File: src/rtl/cla_carry_sum_pipe.sv
`default_nettype none
// ============================================================================
//  Module   : cla_carry_sum_pipe
//  Purpose  : Group/second-level carry lookahead and sum stage with elastic
//             valid/ready handshake; CLA_MID_REG_EN adds the mid (S1) register.
//  Revision : 1.0  initial release
// ============================================================================
module cla_carry_sum_pipe #(
    parameter int DATA_WIDTH  = 64,
    parameter int GROUP_WIDTH = 4
) (
    input  logic                  clk_i,
    input  logic                  rst_i,
    input  logic                  valid_i,
    output logic                  ready_o,
    input  logic [DATA_WIDTH-1:0] g_i,
    input  logic [DATA_WIDTH-1:0] p_i,
    input  logic                  c_i,
    output logic                  valid_o,
    input  logic                  ready_i,
    output logic [DATA_WIDTH-1:0] sum_o,
    output logic                  c_o,
    output logic                  ovf_o
);

    localparam int NUM_GROUPS = DATA_WIDTH / GROUP_WIDTH;

    logic [NUM_GROUPS-1:0] w_in_gg;
    logic [NUM_GROUPS-1:0] w_in_gp;

    logic [DATA_WIDTH-1:0] w_s_g;
    logic [DATA_WIDTH-1:0] w_s_p;
    logic                  w_s_c;
    logic [NUM_GROUPS-1:0] w_s_gg;
    logic [NUM_GROUPS-1:0] w_s_gp;
    logic                  w_s_v;

    logic                  w_en2;
    logic [DATA_WIDTH:0]   w_c;
    logic [DATA_WIDTH-1:0] w_sum;
    logic                  w_co;
    logic                  w_ovf;

    logic                  r_v2;
    logic [DATA_WIDTH-1:0] r_sum;
    logic                  r_co;
    logic                  r_ovf;

    // First-level group generate/propagate from the per-bit terms.
    always_comb begin : p_group_gp
        logic v_g;
        logic v_p;
        w_in_gg = '0;
        w_in_gp = '0;
        for (int j = 0; j < NUM_GROUPS; j++) begin
            v_g = 1'b0;
            v_p = 1'b1;
            for (int b = 0; b < GROUP_WIDTH; b++) begin
                v_g = g_i[j*GROUP_WIDTH+b] | (p_i[j*GROUP_WIDTH+b] & v_g);
                v_p = v_p & p_i[j*GROUP_WIDTH+b];
            end
            w_in_gg[j] = v_g;
            w_in_gp[j] = v_p;
        end
    end

    assign w_en2 = ~r_v2 | ready_i;

`ifdef CLA_MID_REG_EN
    logic                  w_en1;
    logic                  r_v1;
    logic [DATA_WIDTH-1:0] r_s1_g;
    logic [DATA_WIDTH-1:0] r_s1_p;
    logic                  r_s1_c;
    logic [NUM_GROUPS-1:0] r_s1_gg;
    logic [NUM_GROUPS-1:0] r_s1_gp;

    assign w_en1   = ~r_v1 | w_en2;
    assign ready_o = w_en1;

    always_ff @(posedge clk_i) begin
        if (rst_i) begin
            r_v1    <= 1'b0;
            r_s1_g  <= '0;
            r_s1_p  <= '0;
            r_s1_c  <= 1'b0;
            r_s1_gg <= '0;
            r_s1_gp <= '0;
        end else if (w_en1) begin
            r_v1    <= valid_i;
            r_s1_g  <= g_i;
            r_s1_p  <= p_i;
            r_s1_c  <= c_i;
            r_s1_gg <= w_in_gg;
            r_s1_gp <= w_in_gp;
        end
    end

    assign w_s_g  = r_s1_g;
    assign w_s_p  = r_s1_p;
    assign w_s_c  = r_s1_c;
    assign w_s_gg = r_s1_gg;
    assign w_s_gp = r_s1_gp;
    assign w_s_v  = r_v1;
`else
    assign ready_o = w_en2;
    assign w_s_g   = g_i;
    assign w_s_p   = p_i;
    assign w_s_c   = c_i;
    assign w_s_gg  = w_in_gg;
    assign w_s_gp  = w_in_gp;
    assign w_s_v   = valid_i;
`endif

    // Group carries hop across groups via G/P; bit carries ripple only inside a group.
    always_comb begin : p_carry
        logic v_gc;
        logic v_bc;
        w_c  = '0;
        v_gc = w_s_c;
        for (int j = 0; j < NUM_GROUPS; j++) begin
            v_bc = v_gc;
            for (int b = 0; b < GROUP_WIDTH; b++) begin
                w_c[j*GROUP_WIDTH+b] = v_bc;
                v_bc = w_s_g[j*GROUP_WIDTH+b] | (w_s_p[j*GROUP_WIDTH+b] & v_bc);
            end
            v_gc = w_s_gg[j] | (w_s_gp[j] & v_gc);
        end
        w_c[DATA_WIDTH] = v_gc;
    end

    assign w_sum = w_s_p ^ w_c[DATA_WIDTH-1:0];
    assign w_co  = w_c[DATA_WIDTH];
    assign w_ovf = w_c[DATA_WIDTH] ^ w_c[DATA_WIDTH-1];

    always_ff @(posedge clk_i) begin
        if (rst_i) begin
            r_v2  <= 1'b0;
            r_sum <= '0;
            r_co  <= 1'b0;
            r_ovf <= 1'b0;
        end else if (w_en2) begin
            r_v2  <= w_s_v;
            r_sum <= w_sum;
            r_co  <= w_co;
            r_ovf <= w_ovf;
        end
    end

    assign valid_o = r_v2;
    assign sum_o   = r_sum;
    assign c_o     = r_co;
    assign ovf_o   = r_ovf;

endmodule
`default_nettype wire

File: config.mk
export PLATFORM = sky130hd
export DESIGN_NAME = cla_carry_sum_pipe
export DESIGN_NICKNAME = d
export VERILOG_FILES = /design/src/rtl/cla_carry_sum_pipe.sv
export SDC_FILE = /design/constraint.sdc
export NUM_CORES = 1
export LEC_CHECK = 0
export CELL_PAD_IN_SITES_DETAIL_PLACEMENT = 0
export CELL_PAD_IN_SITES_GLOBAL_PLACEMENT = 1
export CORE_UTILIZATION = 28
export CTS_CLUSTER_SIZE = 16
export DETAILED_ROUTE_END_ITERATION = 12
export GPL_TIMING_DRIVEN = 1
export PLACE_DENSITY_LB_ADDON = 0.1
export SKIP_CTS_REPAIR_TIMING = 1
export SLEW_MARGIN = 20
export SYNTH_ARGS = -nofsm -noshare
export SYNTH_HDL_FRONTEND = slang
export SYNTH_SLANG_ARGS = --single-unit
File: constraint.sdc
create_clock -name clk_i -period 5.2 [get_ports clk_i]
set_input_delay 1.04 -clock clk_i [delete_from_list [all_inputs] [get_ports clk_i]]
set_output_delay 1.04 -clock clk_i [all_outputs]
set_load 0.03 [all_outputs]
==> impl_metrics.py <==
metrics = {
    "synth": {
        "yosysSeqAreaShare": 0.333,
        "ys_types": 34,
        "syn_avg_cell_area_sq_um": 7.55,
        "netlist_instances": 534,
        "syn-cell-area_sq_mm": 0.00403,
        "synth.ff_latch_count": 67,
        "yosysWarnings": 0,
        "syn_nets": 715,
    },
    "drt": {
        "dr.pass1.iters": 4,
        "viasPerCell": 4.83,
        "first_iter_violations": 48,
        "post_drt_wl_per_cell_um": 14.4,
        "wl_um": 13100,
        "drc": 0,
        "ant_nets": 0,
        "vias": 4410,
    },
    "global_route": {
        "grt_pass1_vias": 4393,
        "antenna_found_initial": 0,
        "grt_pass1_wl_um": 20900,
        "grt_max_degree": 68,
        "grtUsageTotal": 0.179,
        "grtUsageMet1": 0.215,
        "grt_busiest_layer": "met2",
        "grtUsageMet3": 0.0468,
        "globalRouteMet2Util": 0.298,
        "grt.overflow.total": 0,
    },
    "timing": {
        "max_freq_ghz": 0.224,
        "fin_skew_ns": 0.00448,
        "worstMarginPinSlew_ns": 0.751,
        "setup_ws_ns": 0.731,
        "tns_ns": 0,
        "post-route-period-util": 0.859,
        "rsz0062_at_grt": "false",
        "hold_violations": 0,
        "maxSlewHeadroom": 0.500,
        "slew_violations": 0,
        "setup_viol": 0,
        "fin_crit_ns": 4.47,
    },
    "critical_path": {
        "critical_path_required_ns": 5.39,
        "r2r_cells": 5,
        "end_kind": "flip-flop",
        "crit_fanout": 3,
        "worstSetupStartpoint": "p_i[13]",
        "crit_path_start_kind": "primary input",
        "reg2reg_to": "sum_o[19]",
        "r2r_slack_ns": 3.66,
        "cp.arrival_ns": 4.66,
        "worst-setup-path-type": "in -> reg",
        "reg2reg_from": "valid_o",
    },
    "finish": {
        "drive_gt1_frac": 0.0900,
        "fill_cells": 1415,
        "final_cells": 913,
        "stdcell_area_sq_mm": 0.00654,
        "nets": 909,
        "area_growth_pct": 62.2,
        "final_common_cell": "clkdlybuf4s50_1",
        "antenna_cells": 0,
        "mostFrequentLayoutCells": "clkdlybuf4s50_1 (199), nand2_1 (130), a21oi_1 (90), dfxtp_1 (67), ha_1 (48)",
    },
    "worst_hold_path": {
        "hp-class": "reg -> reg",
        "hold_depth": 2,
        "min_from": "sum_o[11]",
        "holdPathEnd": "sum_o[11]",
    },
    "floorplanning": {
        "core_area_sq_mm": 0.0140,
        "dieArea_sq_mm": 0.0149,
        "die_x_um": 122,
        "rows": 43,
        "boundaryPins": 201,
        "start_util": 0.288,
        "die_h_um": 122,
    },
    "clocking": {
        "clkLatencyLatePin_ns": 0.33,
        "clock-sinks": 67,
        "clkTransAtPathRegs_ns": 0.06,
        "h-tree-depth": 3,
        "cts_max_path_buffers": 2,
        "cts_tree": "done",
        "root_buffer": "clkbuf_16",
        "cts_inserted_buffers": 9,
    },
    "placed_design": {
        "dpl_cell_area_sq_mm": 0.00621,
        "place_inst": 897,
        "globalplace.congestion": 0.778,
        "pre_cts_slack_ns": 0.307,
        "hpwl_um": 9750,
        "place.port_buffers": 200,
    },
    "pwr": {
        "p_leak_nw": 2.65,
        "irDropWorstVdd_uv": 145,
        "power_density_mw_per_mm2": 270,
    },
    "run": {
        "drv_cap": 0,
    },
    "outcome": {
        "outcome": "complete, no violations",
    },
}
[routing by layer]
metal  up-vias  part of all wire
met1      1994              0.44
li1       2267                 -
met5         -                 0
met4         0             0.024
met2       125              0.47
met3        24             0.068
[cell type report]
class	instances	area, sq um	area share
flip-flops and latches	67	1340	0.205
clock buffers	11	253	0.0386
clock inverters	5	75.1	0.0115
inverters	9	33.8	0.00516
well taps	180	225	0.0344
repair buffers	204	2030	0.310
multi-input cells	437	2590	0.395
[power by group]
part           internal [mW]  total (mW)  switching (mW)
Clock                  0.443       0.672           0.228
Combinational          0.250       0.512           0.263
Sequential             0.562       0.585          0.0230
Total                   1.26        1.77           0.514
[flip-flops by register name, summed over array words and instances, names as in the netlist]
name	flops
c_o	1
valid_o	1
sum_o	64
ovf_o	1
[logic make-up (layout without fill, tap and decap cells)]
family                   after synthesis  after routing  synth area share
flip-flops                            67             67             0.333
adder cells (fa/ha/maj)               48             48             0.149
XOR/XNOR                               1              1           0.00217
buffers and inverters                 30            229            0.0279
AND/OR/NAND/NOR                      237            237             0.271
AO/OA/AOI/OAI                        151            151             0.217
[synth_stat cells]
master / number / share of area
dfxtp_1: 67 / 0.33
o31ai_1: 1 / 0.0019
nand4_1: 9 / 0.014
a41oi_2: 1 / 0.0040
a221oi_2: 1 / 0.0037
nor3_1: 5 / 0.0062
nand4_2: 1 / 0.0031
o21ai_1: 3 / 0.0037
nand2b_1: 1 / 0.0016
or3_1: 16 / 0.025
or2_2: 34 / 0.053
ha_1: 48 / 0.15
a211oi_1: 1 / 0.0019
o21ai_0: 34 / 0.042
xnor2_1: 1 / 0.0022
o22ai_1: 1 / 0.0016
nor3b_1: 1 / 0.0019
o211ai_1: 2 / 0.0037
nor2_1: 19 / 0.018
a2111oi_2: 1 / 0.0037
inv_2: 1 / 0.00093
nor2b_1: 1 / 0.0016
and4_1: 2 / 0.0043
a311oi_1: 1 / 0.0022
clkbuf_1: 17 / 0.016
buf_1: 4 / 0.0037
a21oi_1: 90 / 0.11
a21oi_2: 1 / 0.0022
a21o_1: 10 / 0.019
a211oi_2: 3 / 0.0093
nand2_1: 130 / 0.12
a2111oi_4: 1 / 0.0068
inv_1: 8 / 0.0074
nand3_1: 18 / 0.022
[per-stage QoR]
step                      power (mW)   util  hold WS (ns)
final                           1.77  0.468         0.447
after global routing            1.87  0.468         0.466
after CTS                       1.80  0.468         0.451
after detailed placement        1.11  0.444         0.443
after global placement          1.11  0.444         0.438
after floorplan                0.847      -         0.580
[critical path, cell delays in order]
cell	delay [ns]
clkdlybuf4s50_1	0.48
a211oi_2	0.26
o22ai_1	0.12
a211oi_2	0.23
nand3_1	0.14
a41oi_2	0.28
nor2_1	0.10
or2_2	0.31
a21o_1	0.17
ha_1	0.16
or2_2	0.27
ha_1	0.17
or2_2	0.27
ha_1	0.19
or3_1	0.30
nand3_1	0.08
a21oi_1	0.07
[how the worst max path moves through the flow]
| stage | to | cells past startpoint |
|---|---|---|
| 2_1_floorplan | sum_o[47] | 16 |
| 3_3_place_gp | sum_o[47] | 17 |
| 3_5_place_dp | sum_o[47] | 17 |
| 4_1_cts | sum_o[47] | 17 |
| 5_1_grt | sum_o[47] | 17 |
| 6_report | sum_o[47] | 17 |
Note: power is estimated with default switching activity, not from simulation.
